--- src/rtl/fetch_unit_pkg.sv ---
// Shared definitions for the fetch stage and the control unit: opcodes,
// branch funct3 codes, the NOP word, fetch FSM encoding and the fetch-queue entry.
package fetch_unit_pkg;

   localparam logic [31:0] RESET_PC = 32'h0000_0000;
   localparam logic [31:0] NOP      = 32'h0000_0013;

   localparam logic [6:0] OPC_BRANCH = 7'b1100011;
   localparam logic [6:0] OPC_JAL    = 7'b1101111;
   localparam logic [6:0] OPC_JALR   = 7'b1100111;

   localparam logic [2:0] F3_BEQ = 3'b000;
   localparam logic [2:0] F3_BNE = 3'b001;
   localparam logic [2:0] F3_BLT = 3'b100;
   localparam logic [2:0] F3_BGE = 3'b101;

   localparam logic [1:0] ST_IDLE  = 2'd0;
   localparam logic [1:0] ST_FETCH = 2'd1;
   localparam logic [1:0] ST_DROP  = 2'd2;

   typedef struct packed {
      logic [31:0] pc;
      logic [31:0] inst;
   } fetch_entry_t;

   // BLT/BGE rely on the ALU running SLT, so a zero result means "not less than".
   function automatic logic branch_taken(input logic [2:0] funct3, input logic zero);
      case (funct3)
         F3_BEQ:  return zero;
         F3_BNE:  return !zero;
         F3_BLT:  return !zero;
         F3_BGE:  return zero;
         default: return 1'b0;
      endcase
   endfunction

endpackage

--- src/rtl/fetch_unit_buffer.sv ---
// Two-entry FIFO of {pc, inst} between fetch and decode.
// Flush wins over push and pop; push into a full queue needs a same-cycle pop.
module fetch_buffer
   import fetch_unit_pkg::*;
(
   input  logic         clk,
   input  logic         rst,
   input  logic         push_i,
   input  fetch_entry_t push_entry_i,
   input  logic         pop_i,
   input  logic         flush_i,
   output logic [1:0]   count_o,
   output logic         head_valid_o,
   output fetch_entry_t head_o
);

   localparam int DEPTH = 2;

   fetch_entry_t entry_q [DEPTH];
   logic         wr_ptr_q;
   logic         rd_ptr_q;
   logic [1:0]   count_q;
   logic [1:0]   count_d;
   logic         do_push;
   logic         do_pop;

   assign do_pop  = pop_i && (count_q != 2'd0) && !flush_i;
   assign do_push = push_i && !flush_i && ((count_q != 2'd2) || do_pop);
   assign count_d = count_q + 2'(do_push) - 2'(do_pop);

   for (genvar gi = 0; gi < DEPTH; gi++) begin : g_entry
      always_ff @(posedge clk) begin
         if (rst) begin
            entry_q[gi] <= '{pc: RESET_PC, inst: NOP};
         end else if (do_push && (wr_ptr_q == 1'(gi))) begin
            entry_q[gi] <= push_entry_i;
         end
      end
   end

   always_ff @(posedge clk) begin
      if (rst || flush_i) begin
         wr_ptr_q <= 1'b0;
         rd_ptr_q <= 1'b0;
         count_q  <= 2'd0;
      end else begin
         if (do_push) wr_ptr_q <= ~wr_ptr_q;
         if (do_pop)  rd_ptr_q <= ~rd_ptr_q;
         count_q <= count_d;
      end
   end

   assign count_o      = count_q;
   assign head_valid_o = (count_q != 2'd0);
   assign head_o       = entry_q[rd_ptr_q];

endmodule

--- src/rtl/fetch_unit.sv ---
// RV32I instruction fetch: owns the PC, issues req/ack word fetches, queues
// fetched words toward decode and redirects on taken branches and jumps.
module fetch_unit
   import fetch_unit_pkg::*;
(
   input  logic        clk,
   input  logic        rst,
   output logic        imem_req,
   output logic [31:0] imem_addr,
   input  logic        imem_ack,
   input  logic [31:0] imem_rdata,
   output logic        inst_valid,
   output logic [31:0] inst,
   output logic [31:0] inst_pc,
   output logic [31:0] inst_pc4,
   input  logic        inst_ready,
   input  logic        ex_valid,
   input  logic        ex_branch,
   input  logic        ex_jump,
   input  logic        ex_jalr,
   input  logic [2:0]  ex_funct3,
   input  logic        ex_zero,
   input  logic [31:0] ex_pc,
   input  logic [31:0] ex_imm,
   input  logic [31:0] ex_alu_result,
   output logic        redirect,
   output logic [31:0] redirect_pc
);

   logic [1:0]   state_q, state_d;
   logic [31:0]  pc_q, pc_d;
   logic [31:0]  drop_addr_q, drop_addr_d;
   logic         xfer;
   logic         push;
   logic         pop;
   logic [1:0]   count;
   logic [1:0]   count_next;
   logic         head_valid;
   fetch_entry_t head;

   assign redirect    = ex_valid & (ex_jump | ex_jalr | (ex_branch & branch_taken(ex_funct3, ex_zero)));
   assign redirect_pc = ex_jalr ? (ex_alu_result & 32'hFFFF_FFFE) : (ex_pc + ex_imm);

   assign pop = head_valid & inst_ready;

   // Once raised, the request stays up: occupancy only grows through a transfer.
   assign imem_req  = !rst && ((state_q == ST_DROP) || (count != 2'd2) || pop);
   assign imem_addr = rst ? RESET_PC : ((state_q == ST_DROP) ? drop_addr_q : pc_q);
   assign xfer      = imem_req & imem_ack;
   assign push      = xfer & !redirect & (state_q != ST_DROP);

   assign count_next = count + 2'(push) - 2'(pop);

   always_comb begin
      state_d     = state_q;
      pc_d        = pc_q;
      drop_addr_d = drop_addr_q;
      if (redirect) begin
         pc_d = redirect_pc;
         if (state_q == ST_DROP) begin
            state_d = imem_ack ? ST_FETCH : ST_DROP;
         end else if (imem_req && !imem_ack) begin
            state_d     = ST_DROP;
            drop_addr_d = pc_q;
         end else begin
            state_d = ST_FETCH;
         end
      end else if (state_q == ST_DROP) begin
         if (imem_ack) state_d = ST_FETCH;
      end else begin
         if (xfer) pc_d = pc_q + 32'd4;
         state_d = (count_next == 2'd2) ? ST_IDLE : ST_FETCH;
      end
   end

   always_ff @(posedge clk) begin
      if (rst) begin
         state_q     <= ST_FETCH;
         pc_q        <= RESET_PC;
         drop_addr_q <= RESET_PC;
      end else begin
         state_q     <= state_d;
         pc_q        <= pc_d;
         drop_addr_q <= drop_addr_d;
      end
   end

   fetch_buffer u_buffer (
      .clk          (clk),
      .rst          (rst),
      .push_i       (push),
      .push_entry_i ('{pc: pc_q, inst: imem_rdata}),
      .pop_i        (pop),
      .flush_i      (redirect),
      .count_o      (count),
      .head_valid_o (head_valid),
      .head_o       (head)
   );

   assign inst_valid = head_valid;
   assign inst       = head_valid ? head.inst : NOP;
   assign inst_pc    = head.pc;
   assign inst_pc4   = head.pc + 32'd4;

endmodule

--- config.mk ---
export PLATFORM = sky130hd
export DESIGN_NAME = fetch_unit
export DESIGN_NICKNAME = d
export VERILOG_FILES = /design/src/rtl/fetch_unit_pkg.sv /design/src/rtl/fetch_unit_buffer.sv /design/src/rtl/fetch_unit.sv
export SDC_FILE = /design/constraint.sdc
export NUM_CORES = 1
export LEC_CHECK = 0
export CAP_MARGIN = 20
export CORE_ASPECT_RATIO = 1.75
export CORE_MARGIN = 4
export CORE_UTILIZATION = 54
export CTS_BUF_LIST = sky130_fd_sc_hd__clkbuf_16
export DETAILED_ROUTE_END_ITERATION = 10
export GPL_ROUTABILITY_DRIVEN = 1
export HOLD_SLACK_MARGIN = 0.08
export PLACE_DENSITY = 0.87
export SLEW_MARGIN = 10
export SYNTH_ARGS = -nofsm -noshare
export SYNTH_HDL_FRONTEND = slang
export SYNTH_HIERARCHICAL = 1
export SYNTH_SLANG_ARGS = --single-unit
--- constraint.sdc ---
create_clock -name clk -period 7.5 [get_ports clk]
set_clock_uncertainty 0.2 [all_clocks]
set_input_delay 1.125 -clock clk [delete_from_list [all_inputs] [get_ports clk]]
set_output_delay 1.125 -clock clk [all_outputs]
set_load 0.005 [all_outputs]
==> results.json <==
{
  "cts_hold_buf": 0,
  "clkLatencyLatePin_ps": 430,
  "crit_arrival_ps": 4600,
  "cts_sinks": 199,
  "max-vdd-ir-drop_mv": 0.1555,
  "fmax_mhz": 168.8,
  "postRouteAntennaNets": 0,
  "syn_nets": 1548,
  "initial_core_util": 0.5505,
  "first_pass_iters": 5,
  "worstSetupPathType": "input port to primary output",
  "grt_pass1_vias": 10780,
  "drt_iter0_drc": 838,
  "cts_tree": "yes",
  "synth_cell_types": 76,
  "netlist_top_cells_area": "edfxtp_1, dfxtp_1, nand2_1, nor2_1, mux2_2",
  "grt_use_total": 0.2612,
  "power.density_nw_per_um2": 170.7,
  "crit_end": "redirect_pc[26]",
  "yosys.area.top_type": "edfxtp_1",
  "ios": 303,
  "p_leak_uw": 0.005668,
  "yosys_warnings": 6,
  "routed-via-count": 10740,
  "antenna_found_initial": 0,
  "clk_path_buf_depth": 2,
  "status": "completed",
  "hold_viol": 0,
  "portBuffers": 301,
  "cts_buffers": 17,
  "dieArea_um2": 25150,
  "cts.clk_slew.worst_paths_ps": 70,
  "drv_slew": 0,
  "yosysMostFrequentCell": "nand2_1",
  "async_flop_share": 0,
  "grt_max_degree": 76,
  "rsz0062_at_grt": "no",
  "die_h_um": 206.8,
  "r2r_start": "u_buffer/count_o[1]",
  "drv_cap": 0,
  "gr-total-overflow": 0,
  "synth-main-ff-cell": "edfxtp_1",
  "cts_resized": 0,
  "holdWs_ps": 257.8,
  "synth_enable_flop_cells": 128,
  "num-nets-final": 1794,
  "reg2reg_depth": 9,
  "critPathMaxFanout": 3,
  "synth-seq-area-share": 0.4316,
  "synth_top_area_share": 0.3151,
  "yosys-top-cells-count": "nand2_1, nor2_1, edfxtp_1",
  "syn_avg_cell_area_um2": 8.905,
  "synth-seq-cells": 199,
  "cts_setup_buffers": 0,
  "tightestPinTransition_ps": 932.6,
  "crit_required_ps": 6170,
  "critPathLaunch": "ex_pc[0]",
  "finalCritPeriodShare": 0.7897,
  "clockRootBuffer": "clkbuf_16",
  "ff2ff_setup_slack_ps": 3400,
  "critPathLaunchType": "input port",
  "routabilityCongestion": 0.9269,
  "drive_gt1_frac": 0.09638,
  "r2r-end": "u_buffer/entry_q[1][56]",
  "tns_ps": 0,
  "die_w_um": 121.6,
  "dp_hpwl_um": 24450,
  "end_kind": "primary output",
  "routedWlPerCell_um": 17.33,
  "htreeDepth": 4,
  "viasPerCell": 5.577,
  "placementRows": 72,
  "drc": 0,
  "netlist_area_um2": 12200,
  "slew_headroom": 0.3783,
  "setup_violations": 0,
  "syn_inst": 1370,
  "insertedDiodeCount": 0,
  "grt_pass1_wl_um": 52560,
  "coreArea_um2": 22160,
  "routed_wl_um": 33370,
  "period_minus_slack_ps": 5923,
  "hp-class": "flop to flop",
  "area_growth_pct": 30.29
}
-- through the flow --
stage | instance area (um^2) | setup WS (ps) | std cells | power (uW) | utilization
global route | 15890 | 1263 | 1925 | 2819 | 0.7172
detailed placement | 15310 | 1591 | 1892 | 1849 | 0.6909
global placement | 15310 | 1557 | 1892 | 1836 | 0.6909
CTS | 15880 | 1569 | 1924 | 2724 | 0.7165
finish | 15890 | 1577 | 1925 | 2714 | 0.7172
floorplan | 12200 | 2053 | 1370 | 1578 | -
-- sequential cells by signal, summed over array words and instances, names as in the netlist, named ones only --
name               count
drop_addr_q           32
u_buffer/entry_q     128
state_q                2
u_buffer/count_o       2
u_buffer/wr_ptr_q      1
pc_q                  32
u_buffer/rd_ptr_q      1
-- logic make-up after synthesis --
kind of cell	share of synthesized area
DFF	0.4316
buffers and inverters	0.03744
xor gates and xnor gates	0.06656
adders and majority gates	0.03959
AOI/OAI and AO/OA	0.1168
muxes	0.06174
and+or+nand+nor	0.2463
-- area by class of cell --
type,count,area [um^2]
multi-input combinational,1063,6513
fill,1713,6267
sequential,199,5266
timing repair buffer,311,3088
clock buffer,17,425.4
tap,296,370.4
clock inverter,15,141.4
inverter,24,90.09
-- where the power goes --
part | leakage [uW] | internal (uW) | total [uW] | switching [uW]
clock | 0.000284 | 466 | 882 | 416
combinational | 0.00349 | 293 | 579 | 286
sequential | 0.00189 | 1220 | 1250 | 36.9
total | 0.00567 | 1970 | 2710 | 739
-- cells in the final DEF, fill, tap and decap left out, types with 4 or more instances in the layout --
cell,count
o21ai_1,11
and2_1,32
nand2_1,216
and3_1,8
clkdlybuf4s50_1,299
nand4_1,17
dfxtp_1,70
nand3_1,31
or3_1,9
a211oi_1,21
a21o_1,11
a21oi_1,112
clkbuf_16,17
a31oi_1,5
inv_1,21
xnor2_1,48
nor2b_1,5
buf_4,10
o21ai_0,29
nand2b_1,71
edfxtp_1,128
ha_1,37
inv_4,4
mux2_2,66
xor2_1,41
nor2_1,203
nor3_1,11
-- per-layer routing --
metal | global-route usage | up-vias | share of wire
met5 | 0 | - | 0
met4 | 0.1262 | 0 | 0.041
met3 | 0.05071 | 90 | 0.061
met2 | 0.4955 | 401 | 0.54
met1 | 0.2707 | 5044 | 0.36
li1 | - | 5200 | -
-- critical path, stage by stage --
cell	delay, ps
clkdlybuf4s50_1	460
ha_1	160
inv_1	50
fa_1	390
nand2b_1	180
a21oi_1	260
o21a_1	260
o211ai_2	150
a2111oi_4	410
nand2b_1	180
a21oi_1	90
xor2_1	180
o21ai_1	140
clkdlybuf4s50_1	550
-- worst min path at each step --
stage / from / end / slack [ps] / depth (start not counted)
after floorplan: drop_addr_q[0] / drop_addr_q[0] / 240 / 2
after global placement: drop_addr_q[20] / drop_addr_q[20] / 240 / 2
after detailed placement: drop_addr_q[15] / drop_addr_q[15] / 250 / 2
after CTS: drop_addr_q[15] / drop_addr_q[15] / 260 / 2
after global routing: drop_addr_q[28] / drop_addr_q[28] / 280 / 2
final: drop_addr_q[16] / drop_addr_q[16] / 260 / 2
Power figures use the tool's default switching activity.
